[src/rtl/exu_pkg.sv]
// Shared types and constants for the execute stage.
// Contents: ALU operation codes, branch types, operand-select encodings,
// link offset, and the output-slot state encoding.
package exu_pkg;

   localparam int unsigned XLEN = 32;

   typedef enum logic [3:0] {
      AluAdd  = 4'd0,
      AluSub  = 4'd1,
      AluSll  = 4'd2,
      AluSlt  = 4'd3,
      AluSltu = 4'd4,
      AluXor  = 4'd5,
      AluSrl  = 4'd6,
      AluSra  = 4'd7,
      AluOr   = 4'd8,
      AluAnd  = 4'd9,
      AluEq   = 4'd10
   } alu_op_t;

   typedef enum logic [3:0] {
      BrNone = 4'd0,
      BrJal  = 4'd1,
      BrJalr = 4'd2,
      BrBeq  = 4'd3,
      BrBne  = 4'd4,
      BrBlt  = 4'd5,
      BrBge  = 4'd6,
      BrBltu = 4'd7,
      BrBgeu = 4'd8
   } br_type_t;

   localparam logic ASelRs1 = 1'b0;
   localparam logic ASelPc  = 1'b1;
   localparam logic BSelRs2 = 1'b0;
   localparam logic BSelImm = 1'b1;

   localparam int unsigned LinkOffset = 4;

   typedef enum logic {
      StEmpty = 1'b0,
      StFull  = 1'b1
   } slot_state_t;

endpackage

[src/rtl/alu.sv]
// Integer ALU shared by the execute stage.
// Ports: a_i/b_i operands, op_i operation (alu_op_t encoding), res_o result.
// Compare operations return 0/1 in bit 0.
module alu
   import exu_pkg::*;
#(
   parameter int unsigned Width = XLEN
) (
   input  logic [Width-1:0] a_i,
   input  logic [Width-1:0] b_i,
   input  logic [3:0]       op_i,
   output logic [Width-1:0] res_o
);

   localparam int unsigned ShW = $clog2(Width);

   logic [ShW-1:0] shamt;
   assign shamt = b_i[ShW-1:0];

   always_comb begin
      res_o = '0;
      case (alu_op_t'(op_i))
         AluAdd:  res_o = a_i + b_i;
         AluSub:  res_o = a_i - b_i;
         AluSll:  res_o = a_i << shamt;
         AluSlt:  res_o = {{(Width-1){1'b0}}, $signed(a_i) < $signed(b_i)};
         AluSltu: res_o = {{(Width-1){1'b0}}, a_i < b_i};
         AluXor:  res_o = a_i ^ b_i;
         AluSrl:  res_o = a_i >> shamt;
         AluSra:  res_o = $unsigned($signed(a_i) >>> shamt);
         AluOr:   res_o = a_i | b_i;
         AluAnd:  res_o = a_i & b_i;
         AluEq:   res_o = {{(Width-1){1'b0}}, a_i == b_i};
         default: res_o = '0;
      endcase
   end

endmodule

[src/rtl/exu_bru.sv]
// Combinational branch unit: link and target adders, taken decode,
// JALR bit-0 clear and misalignment flag.
// Ports: pc_i, imm_i, alu_res_i, br_type_i in; link_o, is_jump_o,
// redirect_o, target_o, misalign_o out.
module exu_bru
   import exu_pkg::*;
#(
   parameter int unsigned Width = XLEN
) (
   input  logic [Width-1:0] pc_i,
   input  logic [Width-1:0] imm_i,
   input  logic [Width-1:0] alu_res_i,
   input  logic [3:0]       br_type_i,
   output logic [Width-1:0] link_o,
   output logic             is_jump_o,
   output logic             redirect_o,
   output logic [Width-1:0] target_o,
   output logic             misalign_o
);

   logic [Width-1:0] pc_rel;

   assign link_o = pc_i + Width'(LinkOffset);
   // Dedicated adder so the ALU stays free for the compare.
   assign pc_rel = pc_i + imm_i;

   always_comb begin
      is_jump_o  = 1'b0;
      redirect_o = 1'b0;
      target_o   = pc_rel;
      case (br_type_t'(br_type_i))
         BrJal: begin
            is_jump_o  = 1'b1;
            redirect_o = 1'b1;
         end
         BrJalr: begin
            is_jump_o  = 1'b1;
            redirect_o = 1'b1;
            target_o   = {alu_res_i[Width-1:1], 1'b0};
         end
         BrBeq, BrBlt, BrBltu: redirect_o = alu_res_i[0];
         BrBne, BrBge, BrBgeu: redirect_o = ~alu_res_i[0];
         default: ;
      endcase
   end

   assign misalign_o = redirect_o & target_o[1];

endmodule

[src/rtl/exu.sv]
// Execute stage: operand select, ALU, branch resolution and a one-entry
// output slot with valid/ready handshakes on both sides.
// Ports: clk_i, rst_n (async, active-low), flush_i; decode side in_*_i with
// in_valid_i/in_ready_o; writeback side out_*_o with out_valid_o/out_ready_i.
module exu
   import exu_pkg::*;
#(
   parameter int unsigned Width = XLEN
) (
   input  logic             clk_i,
   input  logic             rst_n,
   input  logic             flush_i,
   input  logic             in_valid_i,
   output logic             in_ready_o,
   input  logic [Width-1:0] in_pc_i,
   input  logic [Width-1:0] in_rs1_i,
   input  logic [Width-1:0] in_rs2_i,
   input  logic [Width-1:0] in_imm_i,
   input  logic             in_a_sel_i,
   input  logic             in_b_sel_i,
   input  logic [3:0]       in_alu_op_i,
   input  logic [3:0]       in_br_type_i,
   input  logic [4:0]       in_rd_i,
   input  logic             in_wen_i,
   output logic             out_valid_o,
   input  logic             out_ready_i,
   output logic [Width-1:0] out_result_o,
   output logic [4:0]       out_rd_o,
   output logic             out_wen_o,
   output logic             out_redirect_o,
   output logic [Width-1:0] out_redirect_pc_o,
   output logic             out_misalign_o
);

   logic [Width-1:0] op_a, op_b, alu_res, link, target;
   logic             is_jump, redirect, misalign, accept;

   slot_state_t      state_q, state_d;
   logic [Width-1:0] result_q, result_d, tgt_q, tgt_d;
   logic [4:0]       rd_q, rd_d;
   logic             wen_q, wen_d, redir_q, redir_d, mis_q, mis_d;

   assign op_a = (in_a_sel_i == ASelPc)  ? in_pc_i  : in_rs1_i;
   assign op_b = (in_b_sel_i == BSelImm) ? in_imm_i : in_rs2_i;

   alu #(.Width(Width)) u_alu (
      .a_i  (op_a),
      .b_i  (op_b),
      .op_i (in_alu_op_i),
      .res_o(alu_res)
   );

   exu_bru #(.Width(Width)) u_bru (
      .pc_i      (in_pc_i),
      .imm_i     (in_imm_i),
      .alu_res_i (alu_res),
      .br_type_i (in_br_type_i),
      .link_o    (link),
      .is_jump_o (is_jump),
      .redirect_o(redirect),
      .target_o  (target),
      .misalign_o(misalign)
   );

   assign in_ready_o = (state_q == StEmpty) | out_ready_i;
   assign accept     = in_valid_i & in_ready_o;

   always_comb begin
      state_d  = state_q;
      result_d = result_q;
      rd_d     = rd_q;
      wen_d    = wen_q;
      redir_d  = redir_q;
      tgt_d    = tgt_q;
      mis_d    = mis_q;
      if (flush_i) begin
         // Flush wins: slot drops and any same-cycle offer is discarded.
         state_d = StEmpty;
      end else if (accept) begin
         state_d  = StFull;
         result_d = is_jump ? link : alu_res;
         rd_d     = in_rd_i;
         wen_d    = in_wen_i & (in_rd_i != 5'd0);
         redir_d  = redirect;
         tgt_d    = target;
         mis_d    = misalign;
      end else if (out_ready_i) begin
         state_d = StEmpty;
      end
   end

   always_ff @(posedge clk_i or negedge rst_n) begin
      if (!rst_n) begin
         state_q  <= StEmpty;
         result_q <= '0;
         rd_q     <= '0;
         wen_q    <= 1'b0;
         redir_q  <= 1'b0;
         tgt_q    <= '0;
         mis_q    <= 1'b0;
      end else begin
         state_q  <= state_d;
         result_q <= result_d;
         rd_q     <= rd_d;
         wen_q    <= wen_d;
         redir_q  <= redir_d;
         tgt_q    <= tgt_d;
         mis_q    <= mis_d;
      end
   end

   assign out_valid_o       = (state_q == StFull);
   assign out_result_o      = result_q;
   assign out_rd_o          = rd_q;
   assign out_wen_o         = wen_q;
   assign out_redirect_o    = redir_q;
   assign out_redirect_pc_o = tgt_q;
   assign out_misalign_o    = mis_q;

endmodule

[config.mk]
export PLATFORM = sky130hd
export DESIGN_NAME = exu
export DESIGN_NICKNAME = d
export VERILOG_FILES = /design/src/rtl/exu_pkg.sv /design/src/rtl/alu.sv /design/src/rtl/exu_bru.sv /design/src/rtl/exu.sv
export SDC_FILE = /design/constraint.sdc
export NUM_CORES = 1
export LEC_CHECK = 0
export ABC_AREA = 1
export CAP_MARGIN = 5
export CELL_PAD_IN_SITES_DETAIL_PLACEMENT = 1
export CELL_PAD_IN_SITES_GLOBAL_PLACEMENT = 2
export CORE_MARGIN = 2
export CORE_UTILIZATION = 31
export DETAILED_ROUTE_END_ITERATION = 10
export PLACE_DENSITY_LB_ADDON = 0.1
export SYNTH_ARGS = -nofsm -noshare
export SYNTH_HDL_FRONTEND = slang
export SYNTH_SLANG_ARGS = --single-unit
[constraint.sdc]
create_clock -name clk_i -period 3.5 [get_ports clk_i]
set_clock_uncertainty 0.1 [all_clocks]
set_input_delay 0.875 -clock clk_i [delete_from_list [all_inputs] [get_ports clk_i]]
set_output_delay 0.875 -clock clk_i [all_outputs]
set_load 0.01 [all_outputs]
==> impl_metrics.py <==
metrics = {
    "timing": {
        "setup_viol": 23,
        "fmax_ghz": 0.2744,
        "hold_viol": 0,
        "worst_slack_ns": -0.1447,
        "finalCriticalPeriod_ns": 3.645,
        "slew_violations": 0,
        "period_share": 1.041,
        "rsz0062_at_grt": "true",
        "worstMarginPinSlew_ns": 0.6981,
        "relSlewSlack": 0.5346,
    },
    "power": {
        "switching_share": 0.4943,
        "power.switching_mw": 4.237,
        "power_density_nw_per_um2": 298.0,
        "seq_power_share": 0.140,
        "combPwrFrac": 0.733,
        "internal_power_mw": 4.335,
        "pwr-share-clk": 0.127,
        "leakage_nw": 14.82,
        "vdd_drop_max_v": 0.0002646,
    },
    "yosys": {
        "avgSynthCellArea_um2": 5.337,
        "synth_edf_count": 0,
        "synth.distinct_cells": 54,
        "postSynthNetCount": 3369,
        "yosysWarnings": 0,
        "seq_area_frac_synth": 0.1108,
        "ys.flop_type": "dfrtp_1",
        "async_flop_share": 1.000,
        "netlist_area_um2": 16480,
        "syn_inst": 3088,
        "synth_seq_cells": 73,
    },
    "placed_design": {
        "port_buffers": 222,
        "dp_slack_ns": -1.606,
        "dpl-instance-area_um2": 24940,
        "globalplace.congestion": 1.136,
        "dpl.hpwl_um": 100100,
        "dp_cells": 4632,
    },
    "floorplan": {
        "ios": 223,
        "die_w_um": 234.6,
        "dieHeight_um": 234.6,
        "core_um2": 52550,
        "die_area_um2": 55020,
        "row_count": 84,
        "initial_core_util": 0.3136,
    },
    "grt": {
        "antenna_found_initial": 7,
        "grt_pass1_vias": 27570,
        "grt_pass1_wl_um": 175000,
        "overflow": 0,
        "grtUsageTotal": 0.4342,
        "grt_max_degree": 61,
    },
    "detailed_routing": {
        "wl_per_cell_um": 27.24,
        "drt_wl_total_um": 129300,
        "drt_pre_antenna_iters": 10,
        "viasPerCell": 5.808,
        "drc": 2,
        "vias": 27560,
        "drt_iter0_markers": 2921,
        "ant_nets": 0,
    },
    "worst_setup_path": {
        "cp_max_fo": 13,
        "cp_slowest_cell": "nor2_1",
        "crit_buf_inv": 7,
        "cp.required_ns": 3.72,
        "timing.rr.end": "out_redirect_pc_o[11]$_DFFE_PN0P_",
        "reg2reg_from": "out_valid_o$_DFFE_PN0P_",
        "arrival_ns": 3.87,
        "slowest_delay_ns": 0.40,
        "worst-r2r-cell-count": 8,
        "worstSetupEndpointType": "flip-flop",
        "crit_chain": "buf_6 -> inv_6 -> buf_12 -> or2_2 -> o21ai_4 -> buf_4 -> inv_1 -> ha_1 -> a21oi_4 -> o21ai_2 -> a21oi_2 -> o21ai_2 -> buf_6 -> xor2_1 -> nor2_1 -> nor2_1 -> buf_4 -> nand3_1 -> nand3_1 -> nand2_1",
        "cp_top_family": "simple AND/OR/NAND/NOR gates",
        "r2r_slack_ns": 1.40,
        "path_class": "in -> reg",
        "cp-start-kind": "input pin",
    },
    "clocking": {
        "cts_buffers": 9,
        "clock_latency_ns": 0.38,
        "clk_pin_slew_ns": 0.07,
        "h-tree-depth": 3,
        "cts_root_buffer": "clkbuf_16",
        "cts_tree": "built",
        "cts.path.max_buffers": 2,
        "cts_num_sinks": 73,
    },
    "worst_hold_path": {
        "hold_depth": 2,
        "hold_start": "out_redirect_pc_o[1]$_DFFE_PN0P_",
        "hp-class": "reg -> reg",
        "hold_end": "out_redirect_pc_o[1]$_DFFE_PN0P_",
    },
    "finish": {
        "final_common_cell": "nand2_1",
        "syn_to_final_growth_pct": 74.55,
        "final_cells": 4745,
        "nNetsFinal": 4328,
        "drive_gt1_frac": 0.3565,
        "final_core_util": 0.5474,
        "final_area_um2": 28770,
        "final_cell_mix": "nand2_1, buf_4, nand3_1",
    },
    "status": {
        "outcome": "finished, violations left",
        "violations": "DRC, setup timing",
    },
    "run": {
        "cap_violations": 0,
    },
}
Yosys cell counts, types with 28 or more instances:
cell type     n  area [um^2]
buf_2        49        245.2
ha_1        129         1614
nand4_1      52        325.3
xor2_1       29        254.0
nor2_1      268         1006
a21oi_1     172        860.8
nand3_1     494         2472
or2_2        44        275.3
inv_1       322         1209
nor3_1       28        140.1
clkbuf_1     66        247.7
o21ai_0     145        725.7
nand2_1    1019         3825
dfrtp_1      73         1827
through the flow:
| step | setup TNS, ns | hold WS (ns) | total power, mW |
|---|---|---|---|
| floorplan | 0 | 0.4086 | 3.284 |
| global placement | -71.33 | 0.3567 | 6.188 |
| detailed placement | -78.13 | 0.3696 | 6.310 |
| CTS | -0.1123 | 0.3868 | 7.829 |
| global route | -4.232 | 0.4194 | 8.892 |
| finish | -1.374 | 0.3820 | 8.572 |
layout make-up:
cell class	count	area, um^2
well taps	688	860.8
fillers	7063	23780
clock buffers	9	225.2
flip-flops and latches	73	1827
clock inverters	6	92.59
repair buffers	1077	9141
multi-input cells	2554	15330
diodes	6	15.01
inverters	332	1277
what timing repair did:
action                     in CTS  in global routing
hold buffers                    0                  0
setup endpoints to repair      65                 63
setup buffers                  36                 54
cloned                          1                  2
pin swaps                      99                171
gates resized for setup       453                403
routing by layer:
metal,track usage,share of wire,vias to the layer above
met1,0.5351,0.38,13360
met2,0.6872,0.44,1586
met4,0.2989,0.091,6
met5,0,0.00032,-
li1,-,-,12040
met3,0.07716,0.084,564
power by group through the flow:
| stage | logic (mW) | clock network [mW] | registers [mW] |
|---|---|---|---|
| finish | 6.29 | 1.09 | 1.20 |
| global route | 6.58 | 1.12 | 1.20 |
| CTS | 5.55 | 1.09 | 1.18 |
| detailed placement | 5.12 | 0 | 1.19 |
| global placement | 5.00 | 0 | 1.19 |
| floorplan | 2.09 | 0 | 1.20 |
worst min-delay path, stage by stage (launching register included):
cell	delay [ns]
dfrtp_1	0.34
nand2_1	0.05
nand2_1	0.05
state kept, by name, summed over array words and instances, names as in the netlist:
register and cells:
out_misalign_o 1, out_redirect_o 1, out_result_o 32, out_redirect_pc_o 32
out_valid_o 1, out_rd_o 5, out_wen_o 1
kinds of logic (layout without fill, tap and decap cells):
| kind of cell | after synthesis | count (layout) | share of synthesized area |
|---|---|---|---|
| AO/OA/AOI/OAI | 436 | 436 | 0.1483 |
| XOR/XNOR | 40 | 40 | 0.02126 |
| other | 0 | 6 | 0 |
| flip-flops | 73 | 73 | 0.1108 |
| buffers and inverters | 461 | 1424 | 0.1121 |
| adder cells (fa/ha/maj) | 132 | 132 | 0.1016 |
| AND/OR/NAND/NOR | 1946 | 1946 | 0.5059 |
worst max-delay path by stage:
| stage | cells after the start | slack (ns) | start | end |
|---|---|---|---|---|
| 5_1_grt | 20 | -0.29 | in_b_sel_i | out_redirect_pc_o[13]$_DFFE_PN0P_ |
| 2_1_floorplan | 25 | 0.002 | in_b_sel_i | out_result_o[17]$_DFFE_PN0P_ |
| 4_1_cts | 19 | -0.05 | in_rs1_i[3] | out_redirect_pc_o[9]$_DFFE_PN0P_ |
| 3_3_place_gp | 22 | -1.49 | in_a_sel_i | out_result_o[21]$_DFFE_PN0P_ |
| 6_report | 20 | -0.14 | in_b_sel_i | out_result_o[13]$_DFFE_PN0P_ |
| 3_5_place_dp | 22 | -1.61 | in_a_sel_i | out_result_o[21]$_DFFE_PN0P_ |
(Power assumes the default switching activity.)
